==> config.mk <==
export PLATFORM = sky130hd
export DESIGN_NAME = line_window_buf_flat
export DESIGN_NICKNAME = d
export VERILOG_FILES = /design/src/rtl/line_window_buf_if.sv /design/src/rtl/line_window_buf.sv /design/src/flat_wrapper.sv
export SDC_FILE = /design/constraint.sdc
export NUM_CORES = 1
export LEC_CHECK = 0
export ABC_AREA = 1
export CORE_MARGIN = 2
export CORE_UTILIZATION = 35
export DETAILED_ROUTE_END_ITERATION = 12
export PLACE_DENSITY = 0.59
export REMOVE_ABC_BUFFERS = 1
export SYNTH_ARGS = -nofsm -noshare
export SYNTH_HDL_FRONTEND = slang
export SYNTH_SLANG_ARGS = --single-unit
==> constraint.sdc <==
create_clock -name clk -period 7.2 [get_ports clk]
set_clock_uncertainty 0.1 [all_clocks]
set_input_delay 0.72 -clock clk [delete_from_list [all_inputs] [get_ports clk]]
set_output_delay 0.72 -clock clk [all_outputs]
set_load 0.02 [all_outputs]
==> src/rtl/line_window_buf_if.sv <==
// Pixel-stream and window bundle for line_window_buf.
// The upstream source (master) drives the pixels, and the window buffer (slave) returns the windows.
interface line_window_buf_if;
    logic        feature_valid;
    logic [7:0]  feature_in;
    logic        hold_data;
    logic        window_valid;
    logic [71:0] window_out;
    logic        frame_done;

    modport master (
        output feature_valid, feature_in,
        input  hold_data, window_valid, window_out, frame_done
    );

    modport slave (
        input  feature_valid, feature_in,
        output hold_data, window_valid, window_out, frame_done
    );
endinterface

==> src/rtl/line_window_buf.sv <==
// Streaming 3x3 window generator: two row buffers plus column shift registers.
// The block emits one registered window per accepted pixel whose row and column are both at least 2.
module line_window_buf #(
    parameter int IMG_W = 28,
    parameter int IMG_H = 28
) (
    input  logic              clk,
    input  logic              rst,
    line_window_buf_if.slave  bus
);
    localparam int CW = $clog2(IMG_W);
    localparam int RW = $clog2(IMG_H);
    localparam logic [CW-1:0] COL_LAST = CW'(IMG_W - 1);
    localparam logic [RW-1:0] ROW_LAST = RW'(IMG_H - 1);

    typedef enum logic [1:0] {IDLE, FILL, STREAM, DONE} state_t;

    state_t        state;
    logic [CW-1:0] col;
    logic [RW-1:0] row;
    logic          hold_q;
    logic          valid_q;
    logic          done_q;
    logic [71:0]   window_q;

    logic [7:0] line0 [IMG_W];   // row r-2
    logic [7:0] line1 [IMG_W];   // row r-1
    logic [7:0] top_q [2];
    logic [7:0] mid_q [2];
    logic [7:0] bot_q [2];

    logic        accept;
    logic        col_last;
    logic        row_last;
    logic        in_window;
    logic [7:0]  top_new;
    logic [7:0]  mid_new;
    logic [71:0] window_d;

    always_comb begin
        accept    = bus.feature_valid && (state == FILL || state == STREAM);
        col_last  = (col == COL_LAST);
        row_last  = (row == ROW_LAST);
        in_window = (row >= RW'(2)) && (col >= CW'(2));
        top_new   = line0[col];
        mid_new   = line1[col];
        // The live column is the head of each 3-entry shift register, so the window includes the pixel being accepted.
        window_d  = {bus.feature_in, bot_q[0], bot_q[1],
                     mid_new,        mid_q[0], mid_q[1],
                     top_new,        top_q[0], top_q[1]};
    end

    // NOTE: pixel storage has no reset; stale contents are harmless because windows are gated until rows 0..2 are refilled.
    always_ff @(posedge clk) begin
        if (accept) begin
            line0[col] <= line1[col];
            line1[col] <= bus.feature_in;
            top_q[0]   <= top_new;
            top_q[1]   <= top_q[0];
            mid_q[0]   <= mid_new;
            mid_q[1]   <= mid_q[0];
            bot_q[0]   <= bus.feature_in;
            bot_q[1]   <= bot_q[0];
        end
    end

    // NOTE: all state uses non-blocking assignments so every read sees the pre-edge values.
    always_ff @(posedge clk or negedge rst) begin
        if (!rst) begin
            state    <= IDLE;
            col      <= '0;
            row      <= '0;
            hold_q   <= 1'b0;
            valid_q  <= 1'b0;
            done_q   <= 1'b0;
            window_q <= '0;
        end else begin
            valid_q <= accept && in_window;
            if (accept && in_window)
                window_q <= window_d;

            if (accept) begin
                if (col_last) begin
                    col <= '0;
                    row <= row_last ? '0 : row + 1'b1;
                end else begin
                    col <= col + 1'b1;
                end
            end

            case (state)
                IDLE:   state <= FILL;
                FILL:   if (accept && row == RW'(2) && col == '0)
                            state <= STREAM;
                STREAM: if (accept && row_last && col_last) begin
                            state  <= DONE;
                            hold_q <= 1'b1;
                            done_q <= 1'b1;
                        end
                default: state <= DONE;
            endcase
        end
    end

    assign bus.hold_data    = hold_q;
    assign bus.window_valid = valid_q;
    assign bus.window_out   = window_q;
    assign bus.frame_done   = done_q;
endmodule

==> src/flat_wrapper.sv <==
// flat-port wrapper written by rule: the top's interface ports become plain ports
module line_window_buf_flat 
#(
    parameter int IMG_W = 28,
    parameter int IMG_H = 28
)
  (clk, rst, bus_feature_valid, bus_feature_in, bus_hold_data, bus_window_valid, bus_window_out, bus_frame_done);
  line_window_buf_if bus_i ();
  input  logic clk;
  input  logic rst;
  input wire logic [$bits(bus_i.feature_valid)-1:0] bus_feature_valid;
  input wire logic [$bits(bus_i.feature_in)-1:0] bus_feature_in;
  output wire logic [$bits(bus_i.hold_data)-1:0] bus_hold_data;
  output wire logic [$bits(bus_i.window_valid)-1:0] bus_window_valid;
  output wire logic [$bits(bus_i.window_out)-1:0] bus_window_out;
  output wire logic [$bits(bus_i.frame_done)-1:0] bus_frame_done;
  assign bus_i.feature_valid = bus_feature_valid;
  assign bus_i.feature_in = bus_feature_in;
  assign bus_hold_data = bus_i.hold_data;
  assign bus_window_valid = bus_i.window_valid;
  assign bus_window_out = bus_i.window_out;
  assign bus_frame_done = bus_i.frame_done;
  line_window_buf #(.IMG_W(IMG_W), .IMG_H(IMG_H)) u_core (.clk(clk), .rst(rst), .bus(bus_i));
endmodule
; ---- Word-level counts from Yosys, hierarchy flattened
; Memory sizes are Yosys's and may differ from the RTL's. A register that Yosys moved wholly into a read port is not among the register bits.
; Index checks and enable logic that the tools add are counted.
[totals]
reg_bits = 86
ramBits = 496
inputBits = 11
out_inout_bits = 75
elab_cells = 45
n_memories = 5
[mem_list]
columns = name, words, word_bits, rd, rd_clocked_by_memory_dff, wr, line_no
row1 = u_core.line0, 28, 8, 1, 0, 1, line_window_buf.sv:26  ; logic [7:0] line0 [IMG_W];
row2 = u_core.line1, 28, 8, 1, 0, 1, line_window_buf.sv:27  ; logic [7:0] line1 [IMG_W];
row3 = u_core.bot_q, 2, 8, 2, 1, 2, line_window_buf.sv:30  ; logic [7:0] bot_q [2];
row4 = u_core.mid_q, 2, 8, 2, 1, 2, line_window_buf.sv:29  ; logic [7:0] mid_q [2];
row5 = u_core.top_q, 2, 8, 2, 1, 2, line_window_buf.sv:28  ; logic [7:0] top_q [2];
[op_classes]
add_sub_neg = 2
order_cmp = 2
n_eq_ne = 7
n_mux = 7
reduce_logical = 16
[ops]
columns = op, n
row1 = $add 5x1->5 const B, 2
row2 = $eq 5x5->1 const B, 2
row3 = $ge 5x2->1 const B, 2
row4 = $mux 5, 2
row5 = $logic_and 1x1->1, 7
row6 = $pmux 2 s3, 1
row7 = $reduce_and 2->1, 3
row8 = $eq 5x2->1 const B, 1
row9 = $logic_not 5->1, 1
row10 = $mux 2, 2
row11 = $ne 2x2->1 const B, 2
row12 = $logic_not 1->1, 3
row13 = $eq 2x1->1 const B, 1
row14 = $eq 2x2->1 const B, 1
row15 = $logic_not 2->1, 1
row16 = $mux 1, 2
row17 = $logic_or 1x1->1, 1

; ---- Longest topological paths before layout
; Gate-level depths: netlist of run 1.
[logic_depth]
word_depth = 7
mapped_depth = 14
depth_no_buf = 11

; ---- Worst setup path before layout of run 1
; OpenSTA, ideal clock, no wires.
[synth_path]
kind = in2reg
startpoint = input bus_feature_valid
endpoint = register u_core.state[0]
setup_ns = 0.121
arrival_ns = 3.082
required_ns = 6.979
setup_slack_ns = 3.896
cell_stages = 9
path_buffers = 0
cell_sequence = nand2_1 > clkinv_1 > nand2_1 > nor2_1 > nand4_1 > nand2_1 > nand2_1 > nand2_1 > o21ai_1
[synth_via]
elab_chain_len = 5
word_cells_on_any_way = 8
classes_between = eq/ne (2) / reduce/logical (6)
[synth_rtl]
columns = element, line_no
row1 = start: declaration, flat_wrapper.sv:11  ; input wire logic [$bits(bus_i.feature_valid)-1:0] bus_feature_valid;
row2 = $logic_and 1x1->1 (*), line_window_buf.sv:41  ; accept = bus.feature_valid && (state == FILL || state == STREAM);
row3 = net u_core.accept, line_window_buf.sv:32  ; logic accept;
row4 = "$logic_and 1x1->1, on equally long branches (2 in a row)", "line_window_buf.sv:93, line_window_buf.sv:95"
row5 = $ne 2x2->1 (no line), n/a
row6 = $reduce_and 2->1 (no line) (*), n/a
row7 = end signal: assignment, line_window_buf.sv:92  ; IDLE: state <= FILL;
row8 = end signal: assignment, line_window_buf.sv:94  ; state <= STREAM;
row9 = end signal: assignment, line_window_buf.sv:96  ; state <= DONE;
row10 = end: declaration, line_window_buf.sv:18  ; state_t state;
; Mark *: on every way through the listed nets, which the timed path passes. The rest lies on a longest branch.
; A chain may end at the register's enable or synchronous reset.

; ---- Worst setup path in the final report of run 1
[layout_path]
startpoint = register u_core.col[1]
endpoint = memory u_core.line0[27][6], data pin
[layout_via]
elab_chain_len = 1
[layout_rtl]
columns = element, line_no
row1 = start: declaration, line_window_buf.sv:19  ; logic [CW-1:0] col;
row2 = start signal: assignment, line_window_buf.sv:87  ; col <= col + 1'b1;
row3 = $mem_v2 28x8, n/a
row4 = net u_core.mid_new[6], line_window_buf.sv:37  ; logic [7:0] mid_new;
row5 = end: declaration, line_window_buf.sv:26
; The timed path passes the listed nets, and every way through them passes these cells.

==> impl_metrics.tcl, run 1 <==
set metrics [dict create \
    status "complete, no violations" \
    clockPowerShare_pct 45.9 \
    syn_to_final_growth_pct 15.8 \
    critPathCapture "u_core.line0[27][6]$_DFFE_PP_" \
    final_common_cell "nand2_1" \
    netlist_instances 2362 \
    setup_viol 0 \
    crit_fanout 65 \
    grt-ovfl-total 0 \
    grt_max_degree 209 \
    path_clk_slew_ns 0.06 \
    p_seq_share_pct 53.4 \
    slew_viol_final 0 \
    cts-root-buf "clkbuf_16" \
    drcViolationCount 0 \
    fp.dieW_um 268 \
    end_kind "flop" \
    core_mm2 0.0687 \
    max_cap_violations 0 \
    arrival_ns 4.14 \
    p_sw_uw 1310 \
    rsz0062_at_grt "no" \
    cp_num_buf_inv 3 \
    worstRegToRegCells 9 \
    viasPerCell 4.60 \
    pwr-share-comb_pct 0.7 \
    p_leak_uw 0.0122 \
    startpoint "u_core.col[1]$_DFFE_PN0P_" \
    post-place-ws_ns 3.22 \
    cpLargestDelayFamily "buffers and inverters" \
    critical_path.cell_chain "clkinv_2 > buf_4 > buf_4 > o21ai_0 > o21ai_1 > nand2_1 > nand2_1 > nor2_1 > nand2_1" \
    ctsResizeCount 0 \
    synth_area_per_cell_um2 10.3 \
    crit_path_top_delay_cell "nand2_1" \
    yosysWarningCount 0 \
    r2r-end "u_core.line0[27][6]$_DFFE_PP_" \
    io-pin-count 86 \
    fin_ws_ns 3.19 \
    cts_tree "yes" \
    place.gp.congestion 0.849 \
    antenna_found_initial 0 \
    wl_mm 59.6 \
    post_route_cells_drive_above_1_share_pct 6.39 \
    insertion_delay_ns 0.62 \
    slew_headroom_pct 17.4 \
    initialDrtViolationCount 1471 \
    grt_pass1_wl_mm 91.0 \
    drtAntennaViolNets 0 \
    synth_area_leaders "edfxtp_1, nand2_1, dfrtp_1" \
    worst-setup-path-type "flop to flop" \
    hpwl_mm 34.2 \
    critPathRequiredTime_ns 7.33 \
    dr.pass1.iters 5 \
    power_density_mw_per_mm2 242 \
    finalNetCount 2473 \
    worstHoldStart "u_core.top_q[1][6]$_DFFE_PP_" \
    grt_pass1_vias 15400 \
    yosysSeqAreaShare_pct 70.1 \
    hold_viol 0 \
    die_area_mm2 0.0716 \
    h-tree-depth 2 \
    max_stage_delay_ns 0.86 \
    peakVddDrop_mv 0.242 \
    ctsLongestPathBuffers 3 \
    crit_path_start_kind "flop" \
    cp_num_cells 9 \
    port_buffers 85 \
    p_total_uw 6810 \
    netlist.area_leader.share_pct 61.2 \
    numCtsBuffers 59 \
    max_slew.worst_pin.slew_ns 1.24 \
    fin_tns_setup_ns 0 \
    crit_top_cell "nand2_1" \
    wl_per_cell_um 17.3 \
    n_antenna_cell 0 \
    r2r-start "u_core.col[1]$_DFFE_PN0P_" \
    cts.sinks 582 \
    worst-r2r-setup-slack_ns 3.19 \
    layout_common_cells "nand2_1, edfxtp_1, inv_1" \
    post-route-period-util_pct 55.6 \
    yosysUniqueCellTypes 29 \
    yosysTopAreaCell "edfxtp_1" \
    period_minus_slack_ns 4.01 \
    switching_share_pct 19.2 \
    via_count 15800 \
    dieHeight_um 268 \
    postCtsSetupBuffers 0 \
    fmax_ghz 0.250 \
    internal_power_uw 5500 \
    gr-usage-all-layers_pct 16.7 \
    placementRows 96 \
    start_util_pct 35.4 \
    hp-class "flop to flop" \
    netlist_area_mm2 0.0243 \
    synth-seq-cells 582 \
]
-- how the worst min path moves through the flow --
stage	endpoint	slack, ns	depth (start not counted)
2_1_floorplan	u_core.bus.hold_data$_DFFE_PN0P_	0.32	0
3_3_place_gp	u_core.bus.window_out[28]$_DFFE_PN0P_	0.32	2
3_5_place_dp	u_core.bus.window_out[25]$_DFFE_PN0P_	0.33	2
4_1_cts	u_core.bus.window_out[6]$_DFFE_PN0P_	0.33	2
5_1_grt	u_core.bot_q[1][2]$_DFFE_PP_	0.35	0
6_report	u_core.bus.window_out[6]$_DFFE_PN0P_	0.33	2
-- power by group through the flow --
stage	Sequential, uW	Clock (uW)	Combinational [uW]
final	3630	3130	47.3
after global routing	3630	3310	51.8
after CTS	3630	3190	49.6
after detailed placement	3700	0	49.2
after global placement	3700	0	48.7
after floorplan	3700	0	0.0111
-- cells by family (layout without fill, tap and decap cells) --
logic type / after synthesis / in the layout / share of synthesized area [%]
simple gates: 1302 / 1302 / 21.3
fa+ha+maj: 9 / 9 / 0.463
xor+xnor: 2 / 2 / 0.0720
compound gates: 44 / 44 / 0.921
buf+inv: 423 / 564 / 7.19
flops: 582 / 582 / 70.1
-- worst min-delay path, cell delays in order (launching register included) --
cell	delay [ns]
edfxtp_1	0.32
nand2_1	0.05
nand2_1	0.05
-- cell usage after synthesis --
master	count
nor3b_2	1
edfxtp_1	496
o21ai_0	20
nand2_1	1051
nand3_4	1
a31oi_1	1
inv_1	317
o21ai_1	5
nor2_1	78
inv_4	1
clkinv_1	2
ha_1	9
nor3_1	5
a21o_1	1
nor2_2	2
nand3_2	6
a21oi_1	17
clkbuf_1	14
nor2_4	1
buf_2	57
inv_2	5
nor4_1	1
buf_4	23
dfrtp_1	86
xor2_1	2
buf_1	4
nand3_1	151
nand4_1	3
nand2_2	2
-- sequential cells by signal, indices dropped and copies added, names as in the netlist --
signal                   flops
u_core.line0               224
u_core.state                 2
u_core.bus.window_valid      1
u_core.line1               224
u_core.bus.window_out       72
u_core.row                   5
u_core.col                   5
u_core.mid_q                16
u_core.bot_q                16
u_core.bus.hold_data         1
u_core.top_q                16
-- area by class of cell --
cell class,instances,area [um2]
Inverter,325,1230
Sequential cell,582,17100
Clock buffer,77,1610
Fill cell,6549,40500
Tap cell,931,1160
Clock inverter,34,385
Timing Repair Buffer,128,1190
Multi-Input combinational cell,1357,5530
-- per-stage QoR --
stage                     hold WS, ns  std cells  cell area, um2  util [%]
after global placement          0.324       3322           26200      38.1
after CTS                       0.335       3434           28200      41.0
after floorplan                 0.318       2264           23800         -
after global routing            0.355       3434           28200      41.0
after detailed placement        0.329       3322           26200      38.1
final                           0.331       3434           28200      41.0
-- repair_timing --
item / 4_1_cts / 5_1_grt
endpoints found under the hold margin: 29 / 0
hold buffers: 1 / 0
setup endpoints to repair: 0 / 0
-- metal layers --
metal / track usage [%] / vias up / share of wire, %
met4: 6.40 / 0 / 3.6
met1: 23.2 / 7541 / 45
met2: 26.2 / 487 / 45
met5: 0 / - / 0
met3: 2.71 / 100 / 6.6
li1: - / 7664 / -
No activity file was read; power rests on OpenSTA's default activity.
==> run 2: changes to the inputs <==
Settings changed: PLACE_DENSITY 0.59 to 0.6.
Clock period 7.2 ns to 3.44 ns, I/O delays scaled along.
==> run 2 against run 1 <==
Net effect: hold slack got worse by 0.085 ns; via count is 2.7% higher; fmax rose by 51%; power grew 110%; clock power increased by 100%; register-to-register slack worse by 2.4 ns; global-route usage grew 0.74 points; critical path depth grew 1; first-iteration DRC count decreased by 10%; critical endpoint is now u_core.line0[26][0]$_DFFE_PP_; highest routed layer unchanged.
==> impl_metrics.tcl, run 2 (synthesized netlist as in run 1, its figures left out) <==
set metrics [dict create \
    dieHeight_um 268 \
    core_mm2 0.0687 \
    post-route-util_pct 41.6 \
    worstRegToRegCells 10 \
    wl_mm 61.9 \
    critical_path.cell_chain "inv_6 > buf_4 > nand2_1 > nand3_1 > nand2_1 > nand2_1 > nand2_1 > nand2_1 > nand3_2 > buf_4" \
    regArea_mm2 0.0171 \
    final_common_cell "nand2_1" \
    drtAntennaViolNets 0 \
    worst-setup-path-type "flop to flop" \
    cts-root-buf "clkbuf_16" \
    max_stage_delay_ns 0.51 \
    drcViolationCount 0 \
    peakVddDrop_mv 0.385 \
    path_clk_slew_ns 0.06 \
    fmax_ghz 0.377 \
    fin_tns_setup_ns 0 \
    crit_path_top_delay_cell "dfrtp_4" \
    port_buffers 85 \
    die_area_mm2 0.0716 \
    fp.dieW_um 268 \
    placementRows 96 \
    via_count 16200 \
    postCtsSetupBuffers 0 \
    end_kind "flop" \
    h-tree-depth 2 \
    ctsLongestPathBuffers 3 \
    io-pin-count 86 \
    final_cells 3484 \
    power_density_mw_per_mm2 494 \
    arrival_ns 2.91 \
    place.gp.congestion 0.868 \
    critPathRequiredTime_ns 3.70 \
    viasPerCell 4.66 \
    status "complete, no violations" \
    ctsResizeCount 0 \
    r2r-start "u_core.col[0]$_DFFE_PN0P_" \
    post_route_cells_drive_above_1_share_pct 7.83 \
    grt_max_degree 77 \
    start_util_pct 35.4 \
    period_minus_slack_ns 2.65 \
    gr-usage-all-layers_pct 17.4 \
    post-route-period-util_pct 77.1 \
    rsz0062_at_grt "no" \
    slew_viol_final 0 \
    hp-class "input port to async pin" \
    grt-ovfl-total 0 \
    setup_viol 0 \
    placed_cells 3369 \
    fill_cells 6558 \
    crit_fanout 33 \
    max_slew.worst_pin.slew_ns 0.860 \
    numCtsBuffers 60 \
    max_cap_violations 0 \
    crit_path_start_kind "flop" \
    crit_top_cell "nand2_1" \
    grt_pass1_vias 16000 \
    slew_headroom_pct 42.6 \
    cts.sinks 582 \
    cts_hold_buf 1 \
    grt_pass1_wl_mm 94.2 \
    hold_viol 0 \
    layout_common_cells "nand2_1, edfxtp_1, inv_1" \
    wl_per_cell_um 17.8 \
    n_antenna_cell 0 \
    syn_to_final_growth_pct 17.5 \
    hpwl_mm 37.4 \
    insertion_delay_ns 0.64 \
    cts_tree "yes" \
    antenna_found_initial 0 \
    initialDrtViolationCount 1317 \
    r2r-end "u_core.line0[26][0]$_DFFE_PP_" \
    p_leak_uw 0.0124 \
    dr.pass1.iters 5 \
    worst-r2r-setup-slack_ns 0.79 \
    multi_input_area_mm2 0.00552 \
    finalNetCount 2521 \
]
## run 2: changes by cell type in the layout (fill, tap and decap cells not counted), sizes merged
cell           before  now
clkinv             23   20
clkinvlp            3    1
clkbuf             77   89
bufinv              8    3
buf                45   90
inv               325  326
clkdlybuf4s50      82   84
## run 2: how the worst max path moves through the flow
stage / start / end / slack, ns / depth (start not counted)
2_1_floorplan: u_core.col[0]$_DFFE_PN0P_ / u_core.bus.window_out[45]$_DFFE_PN0P_ / -5.50 / 8
3_3_place_gp: u_core.col[0]$_DFFE_PN0P_ / u_core.line0[25][0]$_DFFE_PP_ / 0.84 / 10
3_5_place_dp: u_core.col[0]$_DFFE_PN0P_ / u_core.line0[24][0]$_DFFE_PP_ / 0.81 / 10
4_1_cts: u_core.col[0]$_DFFE_PN0P_ / u_core.line0[27][0]$_DFFE_PP_ / 0.78 / 10
5_1_grt: u_core.col[0]$_DFFE_PN0P_ / u_core.line0[27][0]$_DFFE_PP_ / 0.61 / 10
6_report: u_core.col[0]$_DFFE_PN0P_ / u_core.line0[26][0]$_DFFE_PP_ / 0.79 / 10
## run 2: where the power goes
part,switching [uW],internal (uW)
Clock,2700,3710
Combinational,87.6,17.8
Sequential,0,7600
Total,2790,11300
## run 2: through the flow
stage          power [uW]  area [um2]  hold WS (ns)  setup slack [ns]
2_1_floorplan        7750       23800       -0.0516             -5.50
3_3_place_gp         7860       26600         0.324             0.840
3_5_place_dp         7860       26600         0.328             0.808
4_1_cts             14200       28600         0.258             0.780
5_1_grt             14500       28600         0.303             0.615
6_report            14100       28600         0.246             0.788
## run 2: critical path: cells and delay by family (launching register included)
kind,cells,cell delay (ns)
and+or+nand+nor,7,0.79
buffers and inverters,3,0.96
DFF,1,0.51
## run 2: cell type report
type / instances / share of cell area (%)
flip-flops and latches: 582 / 59.7
well taps: 931 / 4.08
multi-input cells: 1357 / 19.3
clock buffers: 89 / 6.06
repair buffers: 175 / 5.74
inverters: 325 / 4.30
clock inverters: 25 / 0.788
## run 2: per-layer routing
metal	track usage (%)	share of wire, %	up-vias
met2	28.8	47	496
met3	2.50	5.8	94
li1	-	-	7761
met1	23.5	44	7875
met4	5.81	2.9	0
met5	0	0	-
==> run 3: changes to the inputs <==
Clock period 3.44 ns to 2.27 ns, I/O delays scaled along.
==> run 3 against run 2 <==
Net effect: global-route usage increased by 0.60 points; worst setup slack worse by 0.77 ns; non-clock buffer count grew 96; routed wire length increased by 7.0%; register-to-register slack worse by 0.77 ns; sequential cell count did not move; sequential power up 51%; die area unchanged; count of clock-buffer cells in the layout shrank 11; clock power increased by 53%; critical endpoint is now u_core.line0[18][3]$_DFFE_PP_; largest power group unchanged; highest routed layer unchanged.
==> impl_metrics.tcl, run 3 (synthesized netlist as in run 1, its figures left out) <==
set metrics [dict create \
    status "complete, no violations" \
    arrival_ns 2.50 \
    crit_path_top_delay_cell "dfrtp_4" \
    hold_viol 0 \
    grt_pass1_wl_mm 97.4 \
    finalNetCount 2616 \
    ctsLongestPathBuffers 3 \
    n_antenna_cell 0 \
    drtAntennaViolNets 0 \
    fmax_ghz 0.445 \
    initialDrtViolationCount 1755 \
    syn_to_final_growth_pct 24.5 \
    via_count 16900 \
    worst-setup-path-type "flop to flop" \
    post-route-util_pct 44.1 \
    antenna_found_initial 1 \
    crit_path_start_kind "flop" \
    regArea_mm2 0.0171 \
    max_stage_delay_ns 0.57 \
    multi_input_area_mm2 0.00568 \
    fill_cells 6360 \
    h-tree-depth 2 \
    placed_cells 3431 \
    max_cap_violations 0 \
    wl_per_cell_um 18.5 \
    dieHeight_um 268 \
    post-route-period-util_pct 99.1 \
    wl_mm 66.2 \
    critical_path.cell_chain "buf_4 > bufbuf_16 > nand2_1 > nand2_1 > nand2_1 > nand2_1 > nand2_1 > nand2_1 > inv_2 > nand3_2 > buf_12" \
    cts-root-buf "clkbuf_16" \
    final_common_cell "nand2_1" \
    fp.dieW_um 268 \
    cp_num_buf_inv 4 \
    grt_max_degree 67 \
    final_cells 3575 \
    grt_pass1_vias 16300 \
    place_area_mm2 0.0275 \
    placementRows 96 \
    power_density_mw_per_mm2 710 \
    p_leak_uw 0.0131 \
    slew_viol_final 0 \
    rsz0062_at_grt "yes" \
    cts.sinks 582 \
    peakVddDrop_mv 0.576 \
    core_mm2 0.0687 \
    grt-ovfl-total 0 \
    io-pin-count 86 \
    dr.pass1.iters 6 \
    fin_ws_ns 0.0206 \
    hpwl_mm 39.3 \
    fin_area_mm2 0.0303 \
    path_clk_slew_ns 0.06 \
    setup_viol 0 \
    crit_fanout 24 \
    period_minus_slack_ns 2.25 \
    post_route_cells_drive_above_1_share_pct 12.7 \
    hp-class "input port to async pin" \
    cpLargestDelayFamily "buffers and inverters" \
    crit_top_cell "nand2_1" \
    critPathRequiredTime_ns 2.52 \
    max_slew.worst_pin.slew_ns 0.555 \
    port_buffers 85 \
    cts_tree "yes" \
    p_total_uw 21500 \
    insertion_delay_ns 0.63 \
    viasPerCell 4.72 \
    end_kind "flop" \
    die_area_mm2 0.0716 \
    place.gp.congestion 0.862 \
    gr-usage-all-layers_pct 18.0 \
    start_util_pct 35.4 \
    drcViolationCount 0 \
    layout_common_cells "nand2_1, edfxtp_1, inv_1" \
    slew_headroom_pct 63.0 \
    post-place-ws_ns -0.293 \
    numCtsBuffers 58 \
]
==> run 3: layout make-up <==
type	count	area share [%]
flip-flops and latches	582	56.3
inverters	325	4.13
multi-input cells	1357	18.8
well taps	931	3.85
clock inverters	30	1.07
repair inverters	1	0.0289
clock buffers	78	5.38
repair buffers	271	10.4
==> run 3: report_power, final <==
group	leakage [uW]	total, uW	switching (uW)	internal, uW
clock	0.000963	9810	4090	5720
sequential	0.00563	11500	0	11500
combinational	0.00655	167	139	28.4
total	0.0131	21500	4230	17300
==> run 3: through the flow <==
stage | hold slack, ns | TNS, ns
3_5_place_dp | 0.157 | -11.07
6_report | 0.0350 | 0
3_3_place_gp | 0.145 | -8.55
4_1_cts | 0.0184 | 0
5_1_grt | 0.0555 | -1.89
2_1_floorplan | -0.169 | -4101.86
==> run 3: timing repair <==
action	CTS	global route
setup endpoints to repair	212	485
pin swaps	1	8
endpoints found under the hold margin	86	0
hold buffers	1	0
setup buffers	2	21
cloned	4	8
gates resized for setup	24	58
==> run 3: path summary, 6_finish.rpt <==
| kind | from | depth (start not counted) | slack [ns] | end |
|---|---|---|---|---|
| setup / recovery | u_core.col[0]$_DFFE_PN0P_ | 11 | 0.02 | u_core.line0[18][3]$_DFFE_PP_ |
| hold / removal | rst | 2 | 0.04 | u_core.bus.window_valid$_DFF_PN0_ |
| setup reg to reg | u_core.col[0]$_DFFE_PN0P_ | 11 | 0.02 | u_core.line0[18][3]$_DFFE_PP_ |
| hold reg to reg | u_core.bot_q[1][6]$_DFFE_PP_ | 2 | 0.34 | u_core.bus.window_out[54]$_DFFE_PN0P_ |
| max in group asynchronous | rst | 3 | 1.31 | u_core.col[0]$_DFFE_PN0P_ |
| min in group clk | u_core.bot_q[1][6]$_DFFE_PP_ | 2 | 0.34 | u_core.bus.window_out[54]$_DFFE_PN0P_ |
==> run 3: per-layer routing <==
metal / up-vias / global-route usage, % / wire length [um] / part of all wire (%)
met3: 101 / 2.63 / 4580 / 6.9
met2: 629 / 29.1 / 31000 / 47
met1: 8190 / 25.2 / 28900 / 44
met4: 0 / 5.47 / 1830 / 2.8
met5: - / 0 / 0 / 0
li1: 7956 / - / - / -
